### src/rtl/cpu_load_store_unit_if.sv
// Bus between the load/store unit and data memory: request/ready handshake
// with a separate read-data return qualified by bus_rvalid.
interface cpu_load_store_unit_if #(
   parameter int BITS         = 16,
   parameter int ADDRESS_BITS = 16
);
   localparam int LANES = BITS / 8;

   logic                    bus_valid;
   logic                    bus_ready;
   logic                    bus_we;
   logic [ADDRESS_BITS-1:0] bus_addr;
   logic [BITS-1:0]         bus_wdata;
   logic [LANES-1:0]        bus_wmask;
   logic [BITS-1:0]         bus_rdata;
   logic                    bus_rvalid;

   modport master (
      output bus_valid, bus_we, bus_addr, bus_wdata, bus_wmask,
      input  bus_ready, bus_rdata, bus_rvalid
   );

   modport slave (
      input  bus_valid, bus_we, bus_addr, bus_wdata, bus_wmask,
      output bus_ready, bus_rdata, bus_rvalid
   );
endinterface

### src/rtl/cpu_load_store_unit.sv
// Load/store unit: posted stores through a small FIFO, blocking loads that
// wait for the store buffer to drain before issuing a bus read.
//
// state   | meaning
// --------+-------------------------------------------------------------
// IDLE    | accepting requests; FIFO head drained to the bus if present
// DRAIN   | load captured, still emptying posted stores ahead of it
// LD_ADDR | read request on the bus, waiting for bus_ready
// LD_DATA | read accepted, waiting for bus_rvalid
module cpu_load_store_unit #(
   parameter int BITS         = 16,
   parameter int ADDRESS_BITS = 16,
   parameter int STORE_DEPTH  = 2
) (
   input  logic                         CLK,
   input  logic                         RSTb,
   input  logic                         load_req,
   input  logic                         store_req,
   input  logic                         byte_op,
   input  logic [ADDRESS_BITS-1:0]      addr,
   input  logic [BITS-1:0]              wdata,
   output logic                         stall,
   output logic [BITS-1:0]              load_data,
   output logic                         load_valid,
   output logic [$clog2(STORE_DEPTH):0] store_count,
   cpu_load_store_unit_if.master        bus
);

   localparam int LANES = BITS / 8;
   localparam int LB    = $clog2(LANES);
   localparam int CW    = $clog2(STORE_DEPTH) + 1;
   localparam int PW    = (STORE_DEPTH > 1) ? $clog2(STORE_DEPTH) : 1;

   localparam logic [1:0] S_IDLE    = 2'd0;
   localparam logic [1:0] S_DRAIN   = 2'd1;
   localparam logic [1:0] S_LD_ADDR = 2'd2;
   localparam logic [1:0] S_LD_DATA = 2'd3;

   logic [1:0]              state;
   logic [CW-1:0]           count;
   logic [CW-1:0]           count_next;
   logic [PW-1:0]           wr_ptr;
   logic [PW-1:0]           rd_ptr;

   logic [ADDRESS_BITS-1:0] fifo_addr  [STORE_DEPTH];
   logic [BITS-1:0]         fifo_data  [STORE_DEPTH];
   logic [LANES-1:0]        fifo_mask  [STORE_DEPTH];

   logic [ADDRESS_BITS-1:0] ld_addr;
   logic [LB-1:0]           ld_lane;
   logic                    ld_byte;

   logic                    push;
   logic                    pop;
   logic                    load_acc;
   logic                    fifo_on_bus;
   logic [LB-1:0]           lane;
   logic [ADDRESS_BITS-1:0] word_addr;
   logic [BITS-1:0]         st_data;
   logic [LANES-1:0]        st_mask;
   logic [BITS-1:0]         rd_shift;
   logic [BITS-1:0]         rd_result;

   function automatic logic [PW-1:0] ptr_inc(input logic [PW-1:0] p);
      return (p == PW'(STORE_DEPTH - 1)) ? '0 : p + PW'(1);
   endfunction

   assign lane      = addr[LB-1:0];
   assign word_addr = addr >> LB;
   assign st_data   = byte_op ? ({{(BITS-8){1'b0}}, wdata[7:0]} << {lane, 3'b000}) : wdata;
   assign st_mask   = byte_op ? (LANES'(1) << lane) : {LANES{1'b1}};

   // A pop in the same cycle does not free a slot for a waiting store.
   assign stall    = (state != S_IDLE) | (store_req & (count == CW'(STORE_DEPTH)));
   assign push     = store_req & ~stall;
   assign load_acc = load_req & ~store_req & ~stall;

   assign fifo_on_bus = ((state == S_IDLE) || (state == S_DRAIN)) && (count != '0);
   assign pop         = fifo_on_bus & bus.bus_ready;

   always_comb begin
      count_next = count;
      if (push && !pop)
         count_next = count + CW'(1);
      else if (pop && !push)
         count_next = count - CW'(1);
   end

   assign store_count = count;

   always_comb begin
      bus.bus_valid = 1'b0;
      bus.bus_we    = 1'b0;
      bus.bus_addr  = '0;
      bus.bus_wdata = '0;
      bus.bus_wmask = '0;
      if (state == S_LD_ADDR) begin
         bus.bus_valid = 1'b1;
         bus.bus_addr  = ld_addr;
      end else if (fifo_on_bus) begin
         bus.bus_valid = 1'b1;
         bus.bus_we    = 1'b1;
         bus.bus_addr  = fifo_addr[rd_ptr];
         bus.bus_wdata = fifo_data[rd_ptr];
         bus.bus_wmask = fifo_mask[rd_ptr];
      end
   end

   assign rd_shift  = bus.bus_rdata >> {ld_lane, 3'b000};
   assign rd_result = ld_byte ? {{(BITS-8){1'b0}}, rd_shift[7:0]} : bus.bus_rdata;

   // Storage needs no reset: entries are only visible when count says so.
   always_ff @(posedge CLK) begin
      if (push) begin
         fifo_addr[wr_ptr] <= word_addr;
         fifo_data[wr_ptr] <= st_data;
         fifo_mask[wr_ptr] <= st_mask;
      end
   end

   always_ff @(posedge CLK or negedge RSTb) begin
      if (!RSTb) begin
         count  <= '0;
         wr_ptr <= '0;
         rd_ptr <= '0;
      end else begin
         count <= count_next;
         if (push)
            wr_ptr <= ptr_inc(wr_ptr);
         if (pop)
            rd_ptr <= ptr_inc(rd_ptr);
      end
   end

   always_ff @(posedge CLK or negedge RSTb) begin
      if (!RSTb) begin
         state      <= S_IDLE;
         ld_addr    <= '0;
         ld_lane    <= '0;
         ld_byte    <= 1'b0;
         load_data  <= '0;
         load_valid <= 1'b0;
      end else begin
         load_valid <= 1'b0;
         case (state)
            S_IDLE: begin
               if (load_acc) begin
                  ld_addr <= word_addr;
                  ld_lane <= lane;
                  ld_byte <= byte_op;
                  state   <= (count_next != '0) ? S_DRAIN : S_LD_ADDR;
               end
            end
            S_DRAIN: begin
               if (count_next == '0)
                  state <= S_LD_ADDR;
            end
            S_LD_ADDR: begin
               if (bus.bus_ready)
                  state <= S_LD_DATA;
            end
            S_LD_DATA: begin
               if (bus.bus_rvalid) begin
                  load_data  <= rd_result;
                  load_valid <= 1'b1;
                  state      <= S_IDLE;
               end
            end
            default: state <= S_IDLE;
         endcase
      end
   end

endmodule

### src/flat_wrapper.sv
// flat-port wrapper written by rule: the top's interface ports become plain ports
module cpu_load_store_unit_flat 
#(
   parameter int BITS         = 16,
   parameter int ADDRESS_BITS = 16,
   parameter int STORE_DEPTH  = 2
)
  (CLK, RSTb, load_req, store_req, byte_op, addr, wdata, stall, load_data, load_valid, store_count, bus_bus_valid, bus_bus_we, bus_bus_addr, bus_bus_wdata, bus_bus_wmask, bus_bus_ready, bus_bus_rdata, bus_bus_rvalid);
  cpu_load_store_unit_if #(.BITS(BITS), .ADDRESS_BITS(ADDRESS_BITS)) bus_i ();
  input  logic CLK;
  input  logic RSTb;
  input  logic load_req;
  input  logic store_req;
  input  logic byte_op;
  input  logic [ADDRESS_BITS-1:0] addr;
  input  logic [BITS-1:0] wdata;
  output logic stall;
  output logic [BITS-1:0] load_data;
  output logic load_valid;
  output logic [$clog2(STORE_DEPTH):0] store_count;
  output wire logic [$bits(bus_i.bus_valid)-1:0] bus_bus_valid;
  output wire logic [$bits(bus_i.bus_we)-1:0] bus_bus_we;
  output wire logic [$bits(bus_i.bus_addr)-1:0] bus_bus_addr;
  output wire logic [$bits(bus_i.bus_wdata)-1:0] bus_bus_wdata;
  output wire logic [$bits(bus_i.bus_wmask)-1:0] bus_bus_wmask;
  input wire logic [$bits(bus_i.bus_ready)-1:0] bus_bus_ready;
  input wire logic [$bits(bus_i.bus_rdata)-1:0] bus_bus_rdata;
  input wire logic [$bits(bus_i.bus_rvalid)-1:0] bus_bus_rvalid;
  assign bus_bus_valid = bus_i.bus_valid;
  assign bus_bus_we = bus_i.bus_we;
  assign bus_bus_addr = bus_i.bus_addr;
  assign bus_bus_wdata = bus_i.bus_wdata;
  assign bus_bus_wmask = bus_i.bus_wmask;
  assign bus_i.bus_ready = bus_bus_ready;
  assign bus_i.bus_rdata = bus_bus_rdata;
  assign bus_i.bus_rvalid = bus_bus_rvalid;
  cpu_load_store_unit #(.BITS(BITS), .ADDRESS_BITS(ADDRESS_BITS), .STORE_DEPTH(STORE_DEPTH)) u_core (.CLK(CLK), .RSTb(RSTb), .load_req(load_req), .store_req(store_req), .byte_op(byte_op), .addr(addr), .wdata(wdata), .stall(stall), .load_data(load_data), .load_valid(load_valid), .store_count(store_count), .bus(bus_i));
endmodule
### config.mk
export PLATFORM = sky130hd
export DESIGN_NAME = cpu_load_store_unit_flat
export DESIGN_NICKNAME = d
export VERILOG_FILES = /design/src/rtl/cpu_load_store_unit_if.sv /design/src/rtl/cpu_load_store_unit.sv /design/src/flat_wrapper.sv
export SDC_FILE = /design/constraint.sdc
export NUM_CORES = 1
export LEC_CHECK = 0
export ABC_AREA = 1
export ABC_CLOCK_PERIOD_IN_PS = 3000
export CAP_MARGIN = 20
export CELL_PAD_IN_SITES_DETAIL_PLACEMENT = 1
export CELL_PAD_IN_SITES_GLOBAL_PLACEMENT = 2
export CORE_ASPECT_RATIO = 0.7
export CORE_MARGIN = 2
export CORE_UTILIZATION = 31
export CTS_CLUSTER_SIZE = 12
export DETAILED_ROUTE_END_ITERATION = 10
export GPL_TIMING_DRIVEN = 0
export PLACE_DENSITY_LB_ADDON = 0.1
export SETUP_SLACK_MARGIN = 0.5
export SYNTH_ARGS = -nofsm -noshare
export SYNTH_HDL_FRONTEND = slang
export SYNTH_SLANG_ARGS = --single-unit
export TNS_END_PERCENT = 30
### constraint.sdc
create_clock -name CLK -period 3 [get_ports CLK]
set_input_delay 0.45 -clock CLK [delete_from_list [all_inputs] [get_ports CLK]]
set_output_delay 0.45 -clock CLK [all_outputs]
set_load 0.05 [all_outputs]
==> flow_summary.yaml <==
outcome:
  status: "finished, final reports clean"
sta:
  setup_viol: 0
  finalCriticalPeriod_ns: 2.48
  drv_slew: 0
  clock_skew_ns: 0.00704
  whs_ns: 0.483
  slew_headroom_pct: 61.8
  max_freq_mhz: 403
  setup_slack_ns: 0.519
  worst_slew_pin_slew_ns: 0.572
  hold_viol: 0
  rsz0062_at_grt: "true"
  finalCritPeriodShare_pct: 82.7
synthesis:
  synth_most_common_cell: "nand2_1"
  ys.flop_type: "edfxtp_1"
  async_flop_share_pct: 37.7
  postSynthCellCount: 441
  synth.distinct_cells: 25
  synth.area.top_cells: "edfxtp_1, dfrtp_1, nand2_1"
  synth_seq_cells: 106
  synth_seq_area_share_pct: 65.3
  synth_top_cell_area_share_pct: 43.4
  netlist_top_cells_count: "nand2_1, edfxtp_1, dfrtp_1, a21oi_1, o21ai_0"
  syn_nets: 503
  synth_edf_count: 66
  synth.avg_cell_area_um2: 10.4
  syn_area_um2: 4570
  ys_warn_count: 0
  yosys.area.top_type: "edfxtp_1"
cts:
  cts-root-buf: "clkbuf_16"
  clk_pin_slew_ns: 0.07
  cts_buffer_depth: 2
  htreeDepth: 3
  clock-sinks: 106
  cts_buffers: 9
  clk_latency_ns: 0.34
  cts_tree: "done"
final_layout:
  layout.nets: 635
  drive_gt1_share_pct: 21.6
  final.fill_count: 1608
  synthToLayoutAreaGrowth_pct: 48.1
  antenna_cells: 0
  final_cells: 773
  fin_area_um2: 6770
place:
  dp.cells: 748
  port_buffers: 109
  post-place-ws_ns: -0.246
  dp_hpwl_um: 9440
  post_dp_cell_area_um2: 6360
  gp_congestion: 0.741
worst_setup_path:
  crit_type: "register to primary output"
  crit_chain: "buf_4 -> ha_1 -> clkbuf_4 -> nor2_4 -> inv_4 -> buf_8 -> o21ai_4 -> buf_6"
  worstPathArrival_ns: 2.03
  crit_path_end_kind: "primary output"
  path_delay_family: "buffers and inverters"
  crit_slowest_cell: "dfrtp_1"
  startpoint_type: "register"
  max_stage_delay_ns: 0.40
  worstPathMaxFanout: 10
  cp.required_ns: 2.55
  crit_buf_inv: 5
die:
  ios: 111
  die_w_um: 149
  fp.coreArea_um2: 14500
  die_h_um: 106
  start_util_pct: 31.4
  die_area_um2: 15700
  rows: 37
drt:
  vias: 3560
  viasPerCell: 4.61
  dr.first_iter.drc_count: 167
  drc: 0
  ant_nets: 0
  dr.pass1.iters: 4
  wire_per_inst_um: 16.7
  drt_wl_total_um: 12900
global_routing:
  antenna_found_initial: 0
  grt_first_pass_wirelength_um: 20600
  grt_use_met1_pct: 25.7
  grt_start_max_net_pins: 36
  grt_overflow: 0
  busiest_layer: "met2"
  track_usage_pct: 17.1
  first_global_vias: 3734
  met2_usage_pct: 25.8
  use_met3_pct: 3.03
power:
  ir_worst_vdd_v: 0.000439
  power.total_mw: 8.55
  p_leak_nw: 2.75
  power_density_nw_per_um2: 1260
run:
  cap_violations: 0
hold_path:
  hold_path.class: "primary input to asynchronous set/reset pin"
## flip-flops by register name, indices dropped and copies added (netlist names)
register,flops
u_core.rd_ptr,1
u_core.fifo_data,32
u_core.load_data,16
u_core.ld_addr,15
u_core.ld_byte,1
u_core.ld_lane,1
u_core.fifo_mask,4
u_core.state,2
u_core.wr_ptr,1
u_core.load_valid,1
u_core.fifo_addr,30
u_core.store_count,2
## timing repair
| item | CTS | global route |
|---|---|---|
| buffers inserted | 7 | 1 |
| resized for setup | 216 | 12 |
| hold buffers | 1 | 0 |
| endpoints found under the setup margin | 36 | 34 |
| hold endpoints to repair | 5 | 0 |
| pin swaps | 2 | 2 |
## metal layers
layer,wire [um],up-vias,part of all wire (%)
li1,-,1713,-
met1,6530,1775,51
met2,5860,65,45
met3,458,7,3.5
met4,82,0,0.63
met5,0,-,0
## layout make-up
type,count,area [um2],share of cell area [%]
sequential,106,2990,44.1
multi-input combinational,282,1770,26.1
timing repair buffer,121,1230,18.1
tap,195,244,3.61
clock buffer,11,233,3.44
inverter,35,134,1.98
buffer,18,118,1.74
clock inverter,5,55.1,0.814
## per-stage QoR
step	TNS (ns)	util, %
CTS	0	46.2
floorplan	0	-
finish	0	46.5
detailed placement	-2.13	43.8
global placement	-69.42	43.2
global route	0	46.5
## path summary, 6_finish.rpt
kind	startpoint	end	slack, ns	cells after the start
max	u_core.state[1]	bus_bus_addr[4]	0.52	8
min	RSTb	u_core.load_data[12]	0.48	2
max reg2reg	u_core.state[1]	u_core.fifo_mask[0][0]	0.94	6
min reg2reg	u_core.ld_addr[0]	u_core.ld_addr[0]	0.49	2
max in group asynchronous	RSTb	u_core.state[0]	2.05	3
min in group CLK	u_core.ld_addr[0]	u_core.ld_addr[0]	0.49	2
## power breakdown
group,internal [mW],switching (mW)
combinational,1.69,3.48
sequential,2.02,0.185
clock,0.646,0.517
total,4.36,4.19
## cells in the final DEF (no fill, tap or decap), drive strengths merged, types with 6 or more instances in the layout
cell type | netlist | layout
a21oi | 36 | 36
clkinv | 3 | 6
buf | 8 | 50
clkbuf | 10 | 21
nor2 | 23 | 23
o21ai | 34 | 34
nand2 | 147 | 147
inv | 32 | 32
dfrtp | 40 | 40
clkdlybuf4s50 | 0 | 72
edfxtp | 66 | 66
ha | 7 | 7
nand3 | 15 | 15
mux2i | 15 | 15
## cells by family after synthesis
kind of cell               after synthesis  synth area share (%)
xor gates and xnor gates                 2                 0.384
AOI/OAI and AO/OA                       71                  7.89
buffers and inverters                   53                  4.60
muxes                                   15                  3.29
adders and majority gates                7                  1.92
other                                    1                0.0821
and+or+nand+nor                        186                  16.5
DFF                                    106                  65.3
Note: power is estimated with default switching activity, not from simulation.
